`src/rtl/bfp16_accum.sv`:
```
// ============================================================================
// Module   : bfp16_accum
// Brief    : Streaming BFP16 accumulator for a systolic-array PE; sums product
//            beats into one result per vector, valid/ready on both sides.
// Revision : 1.0  initial release
// ============================================================================
`default_nettype none

module bfp16_accum #(
  parameter int K_LEN = 0,
  parameter int CNT_W = 16
) (
  input  logic             clk,
  input  logic             rst,
  input  logic             in_valid,
  output logic             in_ready,
  input  logic [15:0]      in_data,
  input  logic             in_last,
  output logic             out_valid,
  input  logic             out_ready,
  output logic [15:0]      out_data,
  output logic [CNT_W-1:0] beat_cnt
);

  localparam int unsigned         C_KM1    = (K_LEN > 0) ? K_LEN - 1 : 0;
  localparam logic [CNT_W-1:0]    C_K_LAST = CNT_W'(C_KM1);
  localparam logic                C_AUTO   = (K_LEN > 0);

  logic [15:0]      r_acc;
  logic [15:0]      r_out_data;
  logic             r_out_valid;
  logic [CNT_W-1:0] r_cnt;

  logic             w_in_ready;
  logic             w_accept;
  logic             w_terminal;
  logic [15:0]      w_sum;

  // Truncating BFP16 add; subnormals flush to zero, specials resolve first.
  function automatic logic [15:0] fadd(input logic [15:0] a, input logic [15:0] b);
    logic        a_nan, b_nan, a_inf, b_inf, a_zero, b_zero;
    logic        a_big, s_big;
    logic [7:0]  e_big, e_sml, d;
    logic [10:0] m_big, m_sml;
    logic [11:0] s;
    logic [3:0]  sh;
    logic [6:0]  f;
    logic signed [9:0] e;
    int          p;
    logic [15:0] r;
    a_nan  = (a[14:7] == 8'hFF) && (a[6:0] != 7'h0);
    b_nan  = (b[14:7] == 8'hFF) && (b[6:0] != 7'h0);
    a_inf  = (a[14:7] == 8'hFF) && (a[6:0] == 7'h0);
    b_inf  = (b[14:7] == 8'hFF) && (b[6:0] == 7'h0);
    a_zero = (a[14:7] == 8'h00);
    b_zero = (b[14:7] == 8'h00);
    r = 16'h0000;
    if (a_nan || b_nan || (a_inf && b_inf && (a[15] != b[15]))) begin
      r = 16'h7FC0;
    end else if (a_inf) begin
      r = {a[15], 8'hFF, 7'h00};
    end else if (b_inf) begin
      r = {b[15], 8'hFF, 7'h00};
    end else if (a_zero && b_zero) begin
      r = 16'h0000;
    end else if (a_zero) begin
      r = b;
    end else if (b_zero) begin
      r = a;
    end else begin
      a_big = ({a[14:7], a[6:0]} >= {b[14:7], b[6:0]});
      s_big = a_big ? a[15]    : b[15];
      e_big = a_big ? a[14:7]  : b[14:7];
      e_sml = a_big ? b[14:7]  : a[14:7];
      m_big = a_big ? {1'b1, a[6:0], 3'b000} : {1'b1, b[6:0], 3'b000};
      m_sml = a_big ? {1'b1, b[6:0], 3'b000} : {1'b1, a[6:0], 3'b000};
      d     = e_big - e_sml;
      m_sml = (d >= 8'd11) ? 11'd0 : (m_sml >> d);
      if (a[15] == b[15]) s = {1'b0, m_big} + {1'b0, m_sml};
      else                s = {1'b0, m_big} - {1'b0, m_sml};
      p = 0;
      for (int i = 0; i <= 10; i++) begin
        if (s[i]) p = i;
      end
      sh = 4'(10 - p);
      if (s[11]) begin
        e = $signed({2'b00, e_big}) + 10'sd1;
        f = s[10:4];
      end else begin
        e = $signed({2'b00, e_big}) - $signed({6'b000000, sh});
        f = 7'((s[10:0] << sh) >> 3);
      end
      if (s == 12'd0)          r = 16'h0000;
      else if (e >= 10'sd255)  r = {s_big, 8'hFF, 7'h00};
      else if (e <= 10'sd0)    r = {s_big, 15'h0000};
      else                     r = {s_big, e[7:0], f};
    end
    return r;
  endfunction

  always_comb begin
    w_sum      = fadd(r_acc, in_data);
    w_in_ready = !r_out_valid || out_ready;
    w_accept   = in_valid && w_in_ready;
    w_terminal = w_accept && (in_last || (C_AUTO && (r_cnt == C_K_LAST)));
  end

  always_ff @(posedge clk or negedge rst) begin
    if (!rst) begin
      r_acc       <= 16'h0000;
      r_out_data  <= 16'h0000;
      r_out_valid <= 1'b0;
      r_cnt       <= '0;
    end else begin
      if (w_terminal) begin
        r_out_data  <= w_sum;
        r_out_valid <= 1'b1;
        r_acc       <= 16'h0000;
        r_cnt       <= '0;
      end else begin
        if (w_accept) begin
          r_acc <= w_sum;
          r_cnt <= r_cnt + 1'b1;
        end
        if (r_out_valid && out_ready) r_out_valid <= 1'b0;
      end
    end
  end

  assign in_ready  = w_in_ready;
  assign out_valid = r_out_valid;
  assign out_data  = r_out_data;
  assign beat_cnt  = r_cnt;

endmodule

`default_nettype wire

```
`config.mk`:
```
export PLATFORM = sky130hd
export DESIGN_NAME = bfp16_accum
export DESIGN_NICKNAME = d
export VERILOG_FILES = /design/src/rtl/bfp16_accum.sv
export SDC_FILE = /design/constraint.sdc
export NUM_CORES = 1
export LEC_CHECK = 0
export ABC_AREA = 0
export BUFFER_PORTS_ARGS = -buffer_cell sky130_fd_sc_hd__buf_2
export CAP_MARGIN = 10
export CORE_MARGIN = 3
export CORE_UTILIZATION = 40
export DETAILED_ROUTE_END_ITERATION = 6
export SKIP_LAST_GASP = 1
export SYNTH_ARGS = -nofsm -noshare
export SYNTH_HDL_FRONTEND = slang
export SYNTH_SLANG_ARGS = --single-unit
```
`constraint.sdc`:
```
create_clock -name clk -period 11.6 [get_ports clk]
set_input_delay 2.9 -clock clk [delete_from_list [all_inputs] [get_ports clk]]
set_output_delay 2.9 -clock clk [all_outputs]
set_load 0.005 [all_outputs]
```
Yosys cells after proc, flatten, opt, wreduce, memory -nomap -nowiden. Index checks and enable logic that the tools add are counted.

Register bits after elaboration: 49. Bits of input ports: 21.

$add $sub $neg: 7. Magnitude comparators: 4. Eq/ne operators: 4. Shifts and indexed selects: 2. Multiplexer cells: 52. Reduce and logical (&&, ||, !) cells: 23.

Operators with widths (count): 2-to-1 mux 16 bit (11); 2-to-1 mux 10 bit (9); 2-to-1 mux 12 bit (7); 2-to-1 mux 4 bit (14); 2-to-1 mux 15 bit (2); adder 16 x 1 -> 16 bit, second input constant (1); equality test 8 bit, second input constant (2); logical NOT 8 bit (2); 2-to-1 mux 8 bit (2); greater-or-equal comparator 15 bit (1); logical NOT 7 bit (2); nonzero test 7 bit (2); adder 11 x 11 -> 12 bit (1); logical NOT 12 bit (1); subtractor 11 x 11 -> 12 bit (1); 2-to-1 mux 11 bit (1); << shifter 11 x 4 -> 10 bit (1); right shift 11 x 8 -> 11 bit (1); greater-or-equal comparator 10 x 9 -> 1 bit, second input constant (1); less-or-equal comparator 10 x 1 -> 1 bit, second input constant (1); logical AND 1 bit (10); adder 8 x 1 -> 9 bit, second input constant (1); subtractor 8 x 4 -> 9 bit (1); greater-or-equal comparator 8 x 4 -> 1 bit, second input constant (1); other kinds (10) (16).

Longest topological paths before layout. Gate-level depths: netlist of run 1.

Depth in word-level cells: 50. Depth in mapped cells: 55.

Worst setup path after synthesis of run 1. Ideal clock, no wire load.

Path kind: input to register. Start point: input in_data[8]. End point: register r_acc[3]. Library setup time: 0.126 ns. Data arrival time: 13.451 ns. Path slack: -1.977 ns. Cell stages on the path: 52. Path buffers: 6. Cell sequence: clkbuf_1 -> inv_1 -> ha_1 -> a21oi_1 -> o22ai_1 -> a211o_2 -> nor2_4 -> buf_4 -> buf_2 -> clkbuf_1 -> a21oi_1 -> ha_1 -> o21ai_1 -> nand2_1 -> nor3_1 -> o21bai_1 -> o2111a_1 -> o221a_2 -> [... 16 more ...] -> a31oi_1 -> a211o_1 -> or3b_2 -> clkbuf_1 -> inv_1 -> ha_1 -> xnor2_2 -> clkbuf_1 -> ha_1 -> a21oi_1 -> inv_1 -> a2111oi_1 -> o21ai_0 -> a221o_1 -> a2111oi_4 -> a211oi_4 -> a21boi_1 -> a221o_1.

Word-level cells in the longest chain between the ends: 50. Elaborated cells between the ends (all ways): 69.

RTL lines: start: declaration (RTL line 17) `input logic [15:0] in_data,`; greater-or-equal comparator 15 bit (RTL line 71) `a_big = ({a[14:7], a[6:0]} >= {b[14:7], b[6:0]});`; 2-to-1 mux 8 bit, on equally long branches (RTL line 73, 74); subtractor 8 bit (RTL line 77) `d = e_big - e_sml;`; greater-or-equal comparator 8 x 4 -> 1 bit / right shift 11 x 8 -> 11 bit (equally long branches) (RTL line 78) `m_sml = (d >= 8'd11) ? 11'd0 : (m_sml >> d);`; 2-to-1 mux 11 bit (RTL line 78); subtractor 11 x 11 -> 12 bit / adder 11 x 11 -> 12 bit (equally long branches) (RTL line 80, 79); 2-to-1 mux 12 bit (RTL line 79) `if (a[15] == b[15]) s = {1'b0, m_big} + {1'b0, m_sml};`; 2-to-1 mux 12 bit (RTL line 68) `end else if (b_zero) begin`; [... 34 more ...]; 2-to-1 mux 16 bit (RTL line 68); 2-to-1 mux 16 bit (RTL line 66) `end else if (a_zero) begin`; 2-to-1 mux 16 bit (RTL line 64) `end else if (a_zero && b_zero) begin`; 2-to-1 mux 16 bit (RTL line 62) `end else if (b_inf) begin`; 2-to-1 mux 16 bit (RTL line 60) `end else if (a_inf) begin`; 2-to-1 mux 16 bit * (RTL line 58) `if (a_nan || b_nan || (a_inf && b_inf && (a[15] != b[15]))) begin`; 2-to-1 mux 16 bit * (RTL line 121) `if (w_accept) begin`; 2-to-1 mux 16 bit * (RTL line 115) `if (w_terminal) begin`; end signal: assignment (RTL line 122) `r_acc <= w_sum;`; end: declaration (RTL line 29) `logic [15:0] r_acc;`.

Mark *: on every way between the ends. The rest lies on a longest branch, timed or not. The select of a mux whose other input is x is not followed. A chain may end at the register's enable or synchronous reset.

Worst setup path in the final report of run 1.
Start point: input in_data[12]. End point: register r_acc[3].

Same word-level chain as after synthesis.

==> results of run 1 <==
==> cell usage in the layout (no fill, tap or decap), types with 19 or more instances in the layout <==
cell     instances
a21oi_1         50
buf_4          134
ha_4            19
nor2_1          71
dfrtp_1         49
nor3_1          24
buf_2           49
nand2_1        129
o21ai_0         48
nand3_1         23
mux2i_1         22
inv_1           25
==> flip-flops by register name (all words and copies together) (netlist names) <==
| register | flops |
|---|---|
| beat_cnt | 16 |
| out_data | 16 |
| r_acc | 16 |
| out_valid | 1 |
==> metrics by stage <==
step / power (mW) / area, um^2 / TNS [ns] / setup WS, ns
after floorplan: 1.67 / 6790 / -0.0846 / -0.0568
after global placement: 2.34 / 7930 / -1.98 / -0.209
after detailed placement: 2.34 / 7930 / -2.72 / -0.252
after CTS: 2.52 / 8100 / 0 / 0.0594
after global routing: 3.07 / 8800 / -3.71 / -0.305
final: 2.85 / 8800 / 0 / 0.258
==> power groups by stage <==
stage / clock (mW) / combinational, mW / sequential [mW]
final: 0.167 / 2.36 / 0.322
after global routing: 0.178 / 2.56 / 0.327
after CTS: 0.169 / 2.05 / 0.309
after detailed placement: 0 / 2.03 / 0.311
after global placement: 0 / 2.03 / 0.313
after floorplan: 0 / 1.39 / 0.279
==> cell families (layout without fill, tap and decap cells) <==
kind of cell | count (synthesis) | in the layout | synth area share [%]
simple gates | 361 | 361 | 27.3
compound gates | 286 | 286 | 30.7
buf+inv | 83 | 238 | 5.34
flops | 49 | 49 | 19.1
mux | 38 | 38 | 7.28
fa+ha+maj | 33 | 33 | 6.62
xor+xnor | 26 | 26 | 3.66
==> metal layers <==
metal	vias up	GRT usage [%]	routed length, um
met2	312	40.0	10800
li1	3595	-	-
met1	3621	37.5	10900
met3	34	2.78	1580
met4	0	6.35	474
met5	-	0	0
==> critical path, delay by kind of cell <==
kind	cells	cell delay, ns
buffers and inverters	6	0.73
and+or+nand+nor	13	2.01
AOI/OAI and AO/OA	23	4.08
adders and majority gates	6	1.41
xor gates and xnor gates	2	0.37
==> how the worst min path moves through the flow <==
stage / endpoint / slack (ns)
detailed placement: out_data[0] / 0.45
finish: out_data[4] / 0.47
CTS: out_data[4] / 0.47
floorplan: out_data[0] / 0.46
global route: out_data[0] / 0.50
global placement: out_data[4] / 0.45
==> final cells by class <==
cell class              instances  area, um^2
flip-flops and latches         49        1230
repair buffers                190        1330
clock buffers                   6         129
inverters                      40         171
fillers                      1446        6690
clock inverters                 2        38.8
multi-input cells             744        5640
well taps                     211         264
==> timing repair <==
item | 4_1_cts | 5_1_grt
setup buffers | 0 | 20
gates resized for setup | 1 | 110
pin swaps | 0 | 38
setup endpoints to repair | 1 | 30
==> synthesized netlist by cell type (all sizes together), types with 5 or more instances <==
library cell  count  area [um^2]
nand2           134          503
nor2             77          299
o21ai            70          358
a21oi            65          325
dfrtp            49         1230
inv              39          146
ha               30          375
nor3             26          130
clkbuf           25         93.8
nand3            25          125
mux2i            22          220
nand4            20          138
buf              18         98.8
a211oi           16          148
a31oi            15         93.8
nor4             14          109
xor2             14          123
o211ai           13          103
xnor2            12          113
and3             11         68.8
a21o             10         75.1
mux2             10          113
nor2b             9         56.3
a22o              8         70.1
a311oi            8         76.3
nand2b            8         50.1
or2               8         50.1
a22oi             7         52.6
and2              7         43.8
o31ai             7         52.6
a221oi            6         52.6
mux4              6          135
o22ai             6         37.5
or3               6         37.5
a2111oi           5         65.1
a211o             5         46.3
a221o             5         50.1
o221a             5         56.3
==> metrics list, run 1 <==
- The H-tree was split into 2 levels.
* Static leakage: 3.83 nW
* Maximum number of pins on one net before global-route repair: 50
- Area growth from synthesis to layout: 37.0%
* Core area: ~15,000 um^2
* Die outline area: around 18,000 um^2
- Mean cell area of the mapped netlist: ~7.3 um^2
- After detailed routing, the number of vias per cell comes to about 6.1.
* Number of global-route vias before repair: ~7,000
- Summing over every cut layer, the via total after detailed routing is between 7,000 and 8,000.
- In this run the deepest clock path goes through 2 buffers.
* Number of clock sinks: 49
- The max-slew violation count came to 0.
* IR Drop Worst-Case VDD: about 0.13 mV
- For the finished layout, the period the worst path requires is roughly 11 ns.
- The cell count after synthesis came out at slightly below 900.
- Setup repair after global routing could not meet its margin everywhere.
* Number of synthesized flops with an enable pin: 0
- Setup violations remaining at the end of the flow were counted as 0.
- Worst-margin pin slew: about 1.2 ns
* Number of maximum-capacitance constraint violations: 0
* Sequential fraction of design power: a little under an eighth
- Tracing the worst setup path back leads to its startpoint at in_data[12].
- After clock tree synthesis, the clock-pin slew on the worst setup and hold paths is roughly 0.070 ns.
- Number of antenna-violating nets in the routed design: 0
- The worst setup path is of the input port to flip-flop kind.
* Cell Count Post-Placement: 1,214
- Non-Filler Instances: between 1,000 and 1,500
- After synthesis, the netlist uses 90 different library cells.
- The slowest stage of the critical path belongs to the cell a221o_1.
* Net count after synthesis: between 900 and 1,000
- Switching share of power: between 50% and 60%
* Core occupancy in the finished layout: a little under three fifths
* Remaining Overflow, GRT: 0
- The run finished with clean final reports.
- Slack of the worst reg-to-reg path: approximately 2.4 ns
* Total clock buffers created by CTS: 5
- Of the total power, the clock network draws under 10%.
* Vertical die dimension: 133 um
- Internal power: around 1.4 mW
- At the worst endpoint, the required time is 11.77 ns.
- Post-layout net count: 1,083
* # port buffers: 54
- Pin placement for this block handled between 50 and 60 I/O pins.
* Seq/Total Area, Yosys: 19.1%
- The worst pin sits at a relative slew slack of around a fifth.
- Switching power summed over all nets: 1.47 mW
* Max stage delay on crit path: between 0.4 and 0.5 ns
- The final count of hold timing violations was 0.
- In this run the worst path has a maximum fanout of 7.
* Tot GR Track Use: between 20% and 30%
- Counting flops and latches in the post-synthesis netlist gives 49.
* Total half-perimeter wirelength after legalization and detailed placement: 18.2 mm
* Dominant cell type by count on the critical path: ha_4
* Post-synthesis async set-or-reset flop share: between 90% and 100%
- Die span in x: around 130 um
* Startpoint kind of the worst setup timing path: input port
- Across the routed clock network, the largest skew measured is 0.00308 ns.
- Worst hold start: out_data[4]
* Final cycle utilization of the critical path: roughly 98%
- The worst hold path belongs to the class flip-flop to flip-flop.
- Clock latency on the worst-skew pair, taken at its later pin, is 0.29 ns.
* Antenna violations before repair: 0
- Following the worst setup path forward leads to its endpoint at r_acc[3].
- Power density over the cells: between 300 and 400 nW/um^2
- Effective utilization at floorplan: between 40% and 50%
- The final layout contains routed wiring with a total length of approximately 24 mm.
* Hold Slack: 0.467 ns
- For this run, the top clock speed supported by timing is ~88 MHz.
- The worst register-to-register path begins at r_acc[6].
* Post-route DRC: 0
* Data arrival time of the critical path: ~12 ns
- In this run, the number of DRC markers left after iteration 0 of detailed routing was 674.
- The tree is rooted in a clkbuf_16.
- TritonCTS built the clock tree.
- Fraction of layout instances using a drive strength above 1: about a third
* Weighted congestion at the end of routability-driven global placement: between 0.9 and 1
* Std cell rows: 45
- In the final routed layout, each cell accounts on average for roughly 19 um.
* Combinational fraction of design power: between 80% and 90%
- Wire length of the first global-routing pass: roughly 37 mm
- The mapped netlist covers about 6400 um^2.
- The worst hold path was traced through 2 stages.
- The most used flip-flop cell after synthesis is dfrtp_1.
- The worst setup path is captured at a flip-flop.
- Post-CTS Hold Buffers: 0
- The worst register-to-register path ends at r_acc[3].
- TritonRoute pass-1 iters: 5
- Synth warn: 0
* Number of cells traversed by the worst register-to-register path: 47
* Number of antenna repair diodes: 0
No activity file was read; power rests on OpenSTA's default activity.
==> run 2: changes to the inputs <==
- CORE_MARGIN: 3 -> unset
- GPL_TIMING_DRIVEN: unset -> 0
==> metrics list, run 2 (same netlist as run 1, synthesis figures left out) <==
- The die covers between 15,000 and 20,000 um^2.
- Grouping stages by cell kind, the critical path spends the most delay in compound AO/OA/AOI/OAI gates.
* Worst-margin pin slew: around 1.1 ns
* Maximum number of pins on one net before global-route repair: 50
* Startpoint of the worst setup timing path: in_data[0]
- Kind of critical path: input port to flip-flop
- The worst register-to-register path has a setup slack of ~2 ns.
- Final cycle utilization of the critical path: 101%
- In this run the clock root is driven by a clkbuf_16.
- In this run the vertical extent of the chip is 129 um.
- Together, buffers and inverters on the worst path number 9.
- The core region is 15,400 um^2.
- For this run, the post-layout net count is 1,067.
* Power density over the cells: around 330 nW/um^2
- Global routing consumed, over all layers together, 29.6% of the routing resources.
- Across the routed clock network, the largest skew measured is approximately 0.0026 ns.
- From left edge to right edge, the die measures ~130 um.
- By instance count, the cell type seen most on the critical path is buf_6.
- In the post-route analysis, the smallest setup slack over all paths is -0.152 ns.
- The tool flagged a number of max-cap violations equal to 0.
- Final number of hold-violating endpoints: 0
* H-tree Lvls: 2
* Area growth from synthesis to layout: 39.5%
* Total half-perimeter wirelength after legalization and detailed placement: 17.6 mm
* Number of antenna-violating nets in the routed design: 0
* Post-route DRC: 0
- The clock passes through at most 2 buffers.
- DRT Wirelength: about 24 mm
* TritonCTS clock tree: yes
- Startpoint kind of the worst setup timing path: input port
- Clock-pin slew was measured on the worst setup and hold paths at 0.06 ns.
* Max stage delay on crit path: between 0.4 and 0.5 ns
* Wire length of the first global-routing pass: around 38 mm
* Number of global-route vias before repair: between 7,000 and 8,000
- IR Drop Worst-Case VDD: 0.119 mV
* Static leakage: 3.75 nW
- Std cell rows: 45
- Routability-driven placement finished with a final weighted congestion of between 0.9 and 1.
* Critical Path RT: 11.77 ns
* Number of cells traversed by the worst register-to-register path: about 50
- Cells with a size suffix above 1 make up between 30 and 40% of the layout.
- The max-slew violation count is 0.
- Number of clock sinks: a little under 50
* Most common library cell in the layout ignoring fill and taps: nand2_1
* Setup repair after global routing missed its margin: yes
- Global routing finished with a remaining overflow of 0.
- The startpoint identified for the worst register-to-register timing path is r_acc[4].
- Antenna violations before repair: 0
- The worst register-to-register path ends at out_data[5].
- TritonRoute pass-1 iters: 6
- The final reports fail on negative setup slack.
- Worst slew margin relative to its limit: a little over a quarter
* Peak Freq: between 80 and 90 MHz
- Effective utilization at floorplan: a little over two fifths
- The most critical setup path has its endpoint at out_data[5].
* Average routed wire per standard cell: 19.9 um
- The critical path runs through a total of 50 cells.
- Total clock buffers created by CTS: 5
- Fin area: around 9000 um^2
- Subtracting the final worst setup slack from the clock period gives roughly 12 ns.
* Data arrival time of the critical path: about 12 ns
- Drt via density: about 6.2
- The placed instances occupy a cell area of 7320 um^2.
* Top library cells by usage in the layout, fill and taps aside: 130 x nand2_1, 81 x buf_4, 69 x nor2_1
* CP Capture Type: flip-flop
- During I/O placement, the number of pins put on the boundary was 55.
- Number of DRC violations after detailed-routing iteration 0: around 890
- Setup violations remaining at the end of the flow were counted as 13.
* Status: finished with violations
- Worst min-delay path class: flip-flop to flip-flop
- # port buffers: 52
- Clock latency on the worst-skew pair, taken at its later pin, is roughly 0.28 ns.
- The slowest stage of the critical path is the or4_4 cell.
- Total negative slack for setup checks: -0.740 ns
- Of all nets on the critical path, the largest fanout is 8.
- Via count: roughly 7,500
- The number of antenna diodes in the final layout is 0.
==> run 2: changes by cell type in the layout (fill, tap and decap cells not counted), moves of 6 or more <==
cell / previous run / this run
buf_4: 134 / 81
clkbuf_1: 1 / 18
buf_6: 6 / 14
buf_2: 49 / 42
buf_1: 0 / 6
inv_1: 25 / 19
==> run 2: worst min path at each step <==
| stage | from | slack [ns] | end | cells after the start |
|---|---|---|---|---|
| 3_5_place_dp | out_data[0] | 0.45 | out_data[0] | 2 |
| 2_1_floorplan | out_data[0] | 0.46 | out_data[0] | 2 |
| 3_3_place_gp | out_data[0] | 0.46 | out_data[0] | 2 |
| 5_1_grt | out_data[0] | 0.49 | out_data[0] | 2 |
| 4_1_cts | out_data[0] | 0.47 | out_data[0] | 2 |
| 6_report | out_data[0] | 0.47 | out_data[0] | 2 |
==> run 2: stage by stage <==
stage | util (%) | instances | worst slack (ns) | hold WS [ns] | total power [mW]
final | 58.1 | 1226 | -0.152 | 0.474 | 2.95
after global routing | 58.1 | 1226 | -0.466 | 0.494 | 3.14
after CTS | 55.1 | 1204 | -0.112 | 0.475 | 2.67
after detailed placement | 47.4 | 1139 | -1.93 | 0.454 | 2.15
after global placement | 47.4 | 1139 | -1.94 | 0.457 | 2.16
after floorplan | - | 876 | -0.0568 | 0.463 | 1.67
==> run 2: worst min-delay path, stage by stage (launching register included) <==
cell and delay, ns:
dfrtp_1 0.35, nand2_1 0.05, nand2_1 0.05
==> run 2: layout make-up <==
| cell class | count | area [um^2] |
|---|---|---|
| plain buffers | 37 | 223 |
| clock inverters | 2 | 13.8 |
| multi-input cells | 744 | 5840 |
| inverters | 40 | 210 |
| fillers | 1469 | 6460 |
| repair buffers | 137 | 1050 |
| well taps | 211 | 264 |
| flip-flops and latches | 49 | 1230 |
| clock buffers | 6 | 139 |
==> run 2: what timing repair did <==
action / CTS / global route
pin swaps: 63 / 70
endpoints found under the setup margin: 30 / 30
hold buffers: 0 / 0
cloned: 0 / 0
resized for setup: 128 / 75
setup buffers: 60 / 24
==> run 2: power by group <==
| part | internal (mW) | switching (mW) | leakage [nW] | total [mW] |
|---|---|---|---|---|
| Sequential | 0.224 | 0.0850 | 0.642 | 0.309 |
| Clock | 0.0859 | 0.0633 | 0.0768 | 0.149 |
| Combinational | 1.07 | 1.42 | 3.03 | 2.49 |
==> run 2: metal layers <==
metal	up-vias	GRT usage, %	wire length [um]
met4	0	10.5	793
met5	-	0	0
li1	3572	-	-
met3	66	2.99	1810
met2	359	47.6	11200
met1	3549	41.1	10700
==> run 3: changes to the inputs <==
- CORE_UTILIZATION: 40 -> 56
- PLACE_DENSITY: unset -> 0.79
==> metrics list, run 3 (same netlist as run 1, synthesis figures left out) <==
* Shortest period the worst path allows: 12.28 ns
- In this run the horizontal extent of the chip is 109 um.
- Average routed wire per standard cell: about 25 um
- Clock transition at path regs: 0.06 ns
- The checks that failed: design-rule violations, negative setup slack.
- The library cell used most frequently in the layout, excluding fill and tap cells, is nand2_1.
* Cell Count Post-Placement: 1,068
- The number of antenna diodes in the final layout is 0.
- After routing, the total negative slack on setup checks comes to -10.94 ns.
- Final-report setup violation count: 28
* Static leakage: ~3.7 nW
* Final cycle utilization of the critical path: 106%
- Non-Filler Instances: ~1,100
- Weighted congestion at the end of routability-driven global placement: about 1.1
- The via count of the first global-routing pass came to between 7,000 and 8,000.
- At the pin with the least slew margin, the transition time is 1.25 ns.
- Data arrival time of the critical path: 12.45 ns
* Remaining Overflow, GRT: 0
* Number of clock sinks: 49
- The HPWL after detailed placement is between 15 and 20 mm.
- Final number of hold-violating endpoints: 0
* Max stage delay on crit path: 0.46 ns
- Critical Path RT: roughly 12 ns
* Area growth from synthesis to layout: 39.2%
- After the last flow step, the layout net total stands at about 1,100.
- Port buffering added 52 buffers.
* Fin area: between 8000 and 9000 um^2
- Tot GR Track Use: between 40% and 50%
- The routed layout has 8,507 vias.
* TritonRoute pass-1 iters: 7
- The worst setup path is captured at a flip-flop.
- Clock Latency Late Sink: between 0.2 and 0.3 ns
- Startpoint kind of the worst setup timing path: input port
* Clock Tree Root: clkbuf_16
* Top fanout value on the critical path: 5
- The H-tree generated during clock tree synthesis spans 2 levels.
* Maximum buffer depth of the clock tree: 2
- Power density over the cells: about 340 nW/um^2
- Startpoint of the worst setup timing path: in_data[12]
- Number of DRC violations after detailed-routing iteration 0: approximately 1,400
- After layout, the worst setup slack is -0.679 ns.
* Cell area after placement: 7230 um^2
- Hold Slack: roughly 0.48 ns
- The worst-case IR drop observed on VDD is 0.234 mV.
* Post-route DRC: 38
- The tool flagged a number of max-cap violations equal to 0.
- Effective utilization at floorplan: between 50% and 60%
* Vertical die dimension: roughly 110 um
- Entering global routing, the biggest net connects 50 pins.
- Post-CTS Hold Buffers: 0
- The critical path is of the input port to flip-flop type.
- In the layout the commonest cells are 128 x nand2_1, 71 x buf_4, 67 x nor2_1.
- Counting the fill cells in the layout gives 712.
* Status: finished with violations
- Fraction of layout instances using a drive strength above 1: 34.1%
- Final worst clock skew: roughly 0.0067 ns
- Among all stages on the critical path, the largest delay is contributed by or4_4.
- Summed over all layers, the routed wires come to about 28 mm.
- Total clock buffers created by CTS: 5
- Final number of max-transition violations: 0
* Dominant cell type by count on the critical path: ha_4
* Peak Freq: just over 80 MHz
- In this run the remaining antenna-violating nets after routing total 0.
- The initial antenna violation count was 0.
- Wire length of the first global-routing pass: around 40 mm
* Core area: about 11,000 um^2
- In this run the most critical hold path is launched from out_data[6].
* Worst slew margin relative to its limit: ~16%
* Worst min-delay path class: flip-flop to flip-flop
* TritonCTS clock tree: yes
* Die outline area: 11,900 um^2
- Ports: 55
* Drt via density: 7.42
* Std cell rows: 38
* Setup repair after global routing missed its margin: yes
- Worst reg2reg startpoint: r_acc[11]
-- run 3: changes by cell type in the layout (fill, tap and decap cells not counted), sizes merged --
cell and delta:
buf -8, clkinv -2, clkinvlp +1
-- run 3: worst paths after layout --
path,endpoint,slack (ns),cells past startpoint
max in group asynchronous,r_acc[3],8.12,1
min,out_data[6],0.48,2
max reg2reg,out_data[5],1.42,50
min in group asynchronous,beat_cnt[9],2.81,1
max,out_data[5],-0.68,51
min reg2reg,out_data[6],0.48,2
-- run 3: stage by stage --
stage / util (%) / total power, mW / setup slack, ns
after CTS: 76.5 / 2.67 / -0.0414
final: 81.1 / 3.07 / -0.679
after detailed placement: 65.5 / 2.15 / -1.86
after global placement: 65.5 / 2.11 / -1.65
after global routing: 81.1 / 3.21 / -0.898
after floorplan: - / 1.67 / -0.0568
-- run 3: layout make-up --
| class | instances | area [um^2] | area share [%] |
|---|---|---|---|
| Tap cell | 140 | 175 | 1.96 |
| Clock buffer | 6 | 139 | 1.55 |
| Inverter | 40 | 208 | 2.32 |
| Multi-Input combinational cell | 744 | 5960 | 66.7 |
| Timing Repair Buffer | 127 | 968 | 10.8 |
| Sequential cell | 49 | 1230 | 13.7 |
| Clock inverter | 1 | 7.51 | 0.0839 |
| Buffer | 39 | 258 | 2.88 |
-- run 3: report_power, final --
part	internal, mW	switching [mW]
Sequential	0.224	0.0860
Clock	0.0847	0.0627
Combinational	1.05	1.56
-- run 3: critical path, delay by kind of cell --
kind	cells	cell delay (ns)
adders and majority gates	5	1.24
buffers and inverters	8	0.95
AOI/OAI and AO/OA	22	4.36
xor gates and xnor gates	2	0.33
and+or+nand+nor	14	2.64
-- run 3: what timing repair did --
| item | in CTS | in global routing |
|---|---|---|
| gates resized for setup | 146 | 84 |
| setup buffers | 60 | 17 |
| pin swaps | 71 | 58 |
| setup endpoints to repair | 30 | 30 |
| hold endpoints to repair | 0 | 0 |
-- run 3: metal layers --
layer,GRT usage (%),part of all wire (%),routed length [um]
met1,55.9,37,10400
met2,69.0,43,12100
met3,8.13,12,3290
met4,25.6,8.0,2230
met5,0,0,0
